--- config.mk ---
export PLATFORM = sky130hd
export DESIGN_NAME = jedro_1_mem_arbiter
export DESIGN_NICKNAME = d
export VERILOG_FILES = /design/src/rtl/jedro_1_defines.sv /design/src/rtl/jedro_1_mem_arbiter.sv
export SDC_FILE = /design/constraint.sdc
export NUM_CORES = 1
export LEC_CHECK = 0
export CELL_PAD_IN_SITES_DETAIL_PLACEMENT = 1
export CELL_PAD_IN_SITES_GLOBAL_PLACEMENT = 1
export CORE_UTILIZATION = 12
export CTS_CLUSTER_DIAMETER = 40
export DETAILED_ROUTE_END_ITERATION = 8
export PLACE_DENSITY_LB_ADDON = 0.1
export REMOVE_ABC_BUFFERS = 1
export SLEW_MARGIN = 15
export SYNTH_ARGS = -nofsm -noshare
export SYNTH_HDL_FRONTEND = slang
export SYNTH_SLANG_ARGS = --single-unit
export TNS_END_PERCENT = 30
--- constraint.sdc ---
create_clock -name clk_i -period 2.9 [get_ports clk_i]
set_input_delay 0.87 -clock clk_i [delete_from_list [all_inputs] [get_ports clk_i]]
set_output_delay 0.87 -clock clk_i [all_outputs]
set_load 0.005 [all_outputs]
--- src/rtl/jedro_1_defines.sv ---
// jedro_1_defines: shared types and constants for the jedro_1 memory arbiter.
package jedro_1_defines;
  typedef enum logic [1:0] {OWN_NONE, OWN_INSTR, OWN_DATA} mem_owner_e;
  localparam int STREAK_W = 4;
endpackage

--- src/rtl/jedro_1_mem_arbiter.sv ---
// jedro_1_mem_arbiter: shares one 1-cycle-latency RAM between fetch and load/store,
// data first, with a streak limiter so fetch always makes progress.
module jedro_1_mem_arbiter
  import jedro_1_defines::*;
#(
  parameter int ADDR_WIDTH      = 32,
  parameter int DATA_WIDTH      = 32,
  parameter int MAX_DATA_STREAK = 4
) (
  input  logic                    clk_i,
  input  logic                    rstn_i,
  input  logic                    instr_req_i,
  input  logic [ADDR_WIDTH-1:0]   instr_addr_i,
  output logic                    instr_gnt_o,
  output logic                    instr_rvalid_o,
  output logic [DATA_WIDTH-1:0]   instr_rdata_o,
  input  logic                    data_req_i,
  input  logic                    data_we_i,
  input  logic [DATA_WIDTH/8-1:0] data_be_i,
  input  logic [ADDR_WIDTH-1:0]   data_addr_i,
  input  logic [DATA_WIDTH-1:0]   data_wdata_i,
  output logic                    data_gnt_o,
  output logic                    data_rvalid_o,
  output logic [DATA_WIDTH-1:0]   data_rdata_o,
  output logic                    mem_en_o,
  output logic [DATA_WIDTH/8-1:0] mem_we_o,
  output logic [ADDR_WIDTH-1:0]   mem_addr_o,
  output logic [DATA_WIDTH-1:0]   mem_wdata_o,
  input  logic [DATA_WIDTH-1:0]   mem_rdata_i
);
  localparam logic [STREAK_W-1:0] MAX_S = STREAK_W'(MAX_DATA_STREAK);
  logic [STREAK_W-1:0] streak_q, streak_d;
  mem_owner_e          owner_q, owner_d;
  logic                instr_gnt, data_gnt;
  // Grants are masked while in reset so the RAM sees no access and no write.
  always_comb begin
    data_gnt  = rstn_i && data_req_i && (!instr_req_i || streak_q < MAX_S);
    instr_gnt = rstn_i && instr_req_i && !data_gnt;
    owner_d   = data_gnt ? OWN_DATA : instr_gnt ? OWN_INSTR : OWN_NONE;
    streak_d  = (!instr_req_i || instr_gnt) ? '0 :
                (data_gnt && streak_q < MAX_S) ? streak_q + 1'b1 : streak_q;
  end
  always_ff @(posedge clk_i or negedge rstn_i) begin
    if (!rstn_i) begin
      owner_q  <= OWN_NONE;
      streak_q <= '0;
    end else begin
      owner_q  <= owner_d;
      streak_q <= streak_d;
    end
  end
  assign instr_gnt_o    = instr_gnt;
  assign data_gnt_o     = data_gnt;
  assign mem_en_o       = instr_gnt || data_gnt;
  assign mem_we_o       = (data_gnt && data_we_i) ? data_be_i : '0;
  assign mem_addr_o     = instr_gnt ? instr_addr_i : data_addr_i;
  assign mem_wdata_o    = data_wdata_i;
  assign instr_rvalid_o = owner_q == OWN_INSTR;
  assign data_rvalid_o  = owner_q == OWN_DATA;
  assign instr_rdata_o  = mem_rdata_i;
  assign data_rdata_o   = mem_rdata_i;
endmodule
==> metrics.md <==
| Metric | Value |
|---|---|
| Status | `finished with violations` |
| Failing checks | `setup timing` |
| Synth Area in XOR/XNOR | `0%` |
| Tot GR Track Use | `17.5%` |
| Reg2reg setup slack | `1490 ps` |
| Gp weighted congestion | `around 0.86` |
| Cts bufs inserted | `3` |
| Period utilisation layout | `102%` |
| R2r endpoint | `owner_q[0]` |
| Diode count | `0` |
| Register area share after synthesis | `9.83%` |
| IO Pins | `~270` |
| Initial Util | `12.5%` |
| First-pass GRT wire length | `roughly 15000 microns` |
| Most frequent cells in the layout | `72 x clkdlybuf4s50_1, 29 x mux2_4, 27 x buf_6` |
| Largest net degree at the start of global routing | `11` |
| Worst-path maximum fanout | `8` |
| WS Path Type | `input pin to primary output` |
| Area leader, netlist | `buf_4` |
| Max Cap Viol | `0` |
| Reg-to-reg startpoint | `streak_q[2]` |
| Multi-input logic area | `636 sq um` |
| Netlist cell types | `17` |
| Register Area | `150 sq um` |
| Final worst path period need | `2960 ps` |
| Power density over the cells | `roughly 250 nW/um^2` |
| Simple-gate share of the synthesized area | `under 10%` |
| Area of placed instances | `approximately 2200 sq um` |
| Fin. Hold Viols | `0` |
| Power, Total | `0.000591 W` |
| Synth Area in Adders | `0.819%` |
| Slew Limit Fails | `0` |
| Worst-skew pair later-pin latency | `230 ps` |
| Vias per cell | `3.55` |
| CP endpoint kind | `primary output` |
| Gate Count Post-Synth | `157` |
| Area Overhead vs Synth | `55.2%` |
| CTS tree | `done` |
| Leak pwr | `1.05 nW` |
| H-tree levels | `1` |
| Clk slew on worst S/H paths | `30 ps` |
| Top cell type's share of synthesized area | `a little under half` |
| Least-Margin Pin Slew | `297 ps` |
| Final setup margin | `-55.0 ps` |
| Share of cells above drive strength 1 | `48.7%` |
| Synth area leaders | `buf_4 47%, mux2_4 29%, dfrtp_1 9.8%` |
| Max-slew headroom | `about four fifths` |
| Worst hold start | `streak_q[1]` |
| Mux cell area share after synthesis | `30.7%` |
| Die height | `roughly 110 microns` |
| Critical path arrival | `2090 ps` |
| Mapped Area | `1530 sq um` |
| Unrepaired setup endpoints after global routing | `true` |
| Buffers added on ports | `113` |
| #FFs+latches synth | `6` |
| Post-route ant nets | `0` |
| Clk_skew | `roughly 1.6 ps` |
| Fin area | `2370 sq um` |
| Final setup fails | `15` |
| Hold-critical path depth | `1` |
| FILL cells | `1453` |
| Maximum clock rate | `338 MHz` |
| Mapped Avg Cell Area | `9.73 sq um` |
| DR pass1 iterations | `4` |
| Final wirelength | `12000 microns` |
| Compound-Gate Fraction of Synth Area | `2.70%` |
| Post-synth EDFFs | `0` |
| Clk root buf | `clkbuf_16` |
| Wirelength per Cell | `roughly 33 microns` |
| Vias | `1290` |
| Post-synth top flop | `dfrtp_1` |
| DP Worst Slack | `-699 ps` |
| Vias in the first global route | `between 1000 and 1500` |
| Total congestion overflow | `0` |
| Crit path launch type | `input pin` |
| Worst r2r path cells | `6` |
| Post-DP HPWL | `around 11000 microns` |
| DRT iter0 DRCs | `24` |
| Commonest non-fill, non-tap cell in the layout | `clkdlybuf4s50_1` |
| Largest family of logic cells by synthesized area | `buffers and inverters` |
| Setup total negative slack | `-516 ps` |
| Horiz. Die Dim | `115 microns` |
| Critical Path RT | `2030 ps` |
| CTS sink cnt | `6` |
| Num rows | `40` |
| Final nets | `335` |
| Hold Path End | `streak_q[1]` |
| Initial antenna violation count | `0` |
| Async SR Flop Fraction | `100%` |
| Max clock buf depth | `2` |
| Post-route DRC | `0` |
| YS warnings | `0` |
| Total core area | `around 12000 sq um` |
| Peak VDD IR | `around 110 uV` |
| Hold Path Class | `register to register` |
| Die area | `13200 sq um` |
-- final cells by class --
cell class	count	share of cell area (%)
clock buffers	3	3.17
multi-input cells	52	26.8
flip-flops and latches	6	6.33
well taps	168	8.87
repair buffers	134	54.8
-- registers in the layout (all words and copies together), names as in the netlist --
register	count
streak_q	4
owner_q	2
-- synth_stat cells, types with 2 or more instances --
library cell / n
buf_6: 3
mux2_4: 29
buf_4: 96
mux2_2: 3
and2_1: 2
dfrtp_1: 6
a32o_1: 2
and3_1: 5
nor2b_1: 3
-- where the power goes --
group | switching, W | internal (W)
Combinational | 0.0000735 | 0.000203
Sequential | 0.00000157 | 0.0000866
Clock | 0.0000485 | 0.000177
-- cells by family after synthesis --
group	Yosys count
AO/OA/AOI/OAI	5
flip-flops	6
adder cells (fa/ha/maj)	1
multiplexers	32
buffers and inverters	99
AND/OR/NAND/NOR	14
-- worst max-delay path by stage --
stage | from | endpoint | slack (ps) | depth (start not counted)
final | data_req_i | mem_addr_o[10] | -60 | 8
after global routing | data_req_i | mem_addr_o[10] | -100 | 8
after detailed placement | data_req_i | mem_addr_o[27] | -700 | 6
after global placement | data_req_i | mem_addr_o[27] | -700 | 6
after floorplan | data_req_i | mem_addr_o[29] | -210 | 3
after CTS | data_req_i | mem_addr_o[30] | -60 | 8
-- what timing repair did --
| action | CTS | global route |
|---|---|---|
| hold endpoints to repair | 0 | 0 |
| gates resized for setup | 163 | 16 |
| endpoints found under the setup margin | 39 | 32 |
| pin swaps | 3 | 1 |
| gates cloned | 1 | 0 |
| buffers inserted | 13 | 2 |
| hold buffers | 0 | 0 |
-- layer usage --
layer / wire [microns] / GRT usage [%]
met5: 82 / 4.07
met3: 3900 / 25.8
met2: 5420 / 28.6
met4: 122 / 2.34
met1: 2500 / 10.6
-- worst max-delay path: stages --
cell and delay (ps):
buf_6 70, nor3b_4 250, nor2_4 80, buf_6 130
buf_12 140, buf_8 120, mux2_4 300, buf_6 120
-- per-stage QoR --
stage / util, % / hold WS, ps / std cells
5_1_grt: 19.4 / 549 / 363
4_1_cts: 19.6 / 521 / 363
3_5_place_dp: 18.0 / 513 / 346
3_3_place_gp: 18.0 / 486 / 346
2_1_floorplan: - / 470 / 58
6_report: 19.4 / 524 / 363
Power figures use the tool's default switching activity.
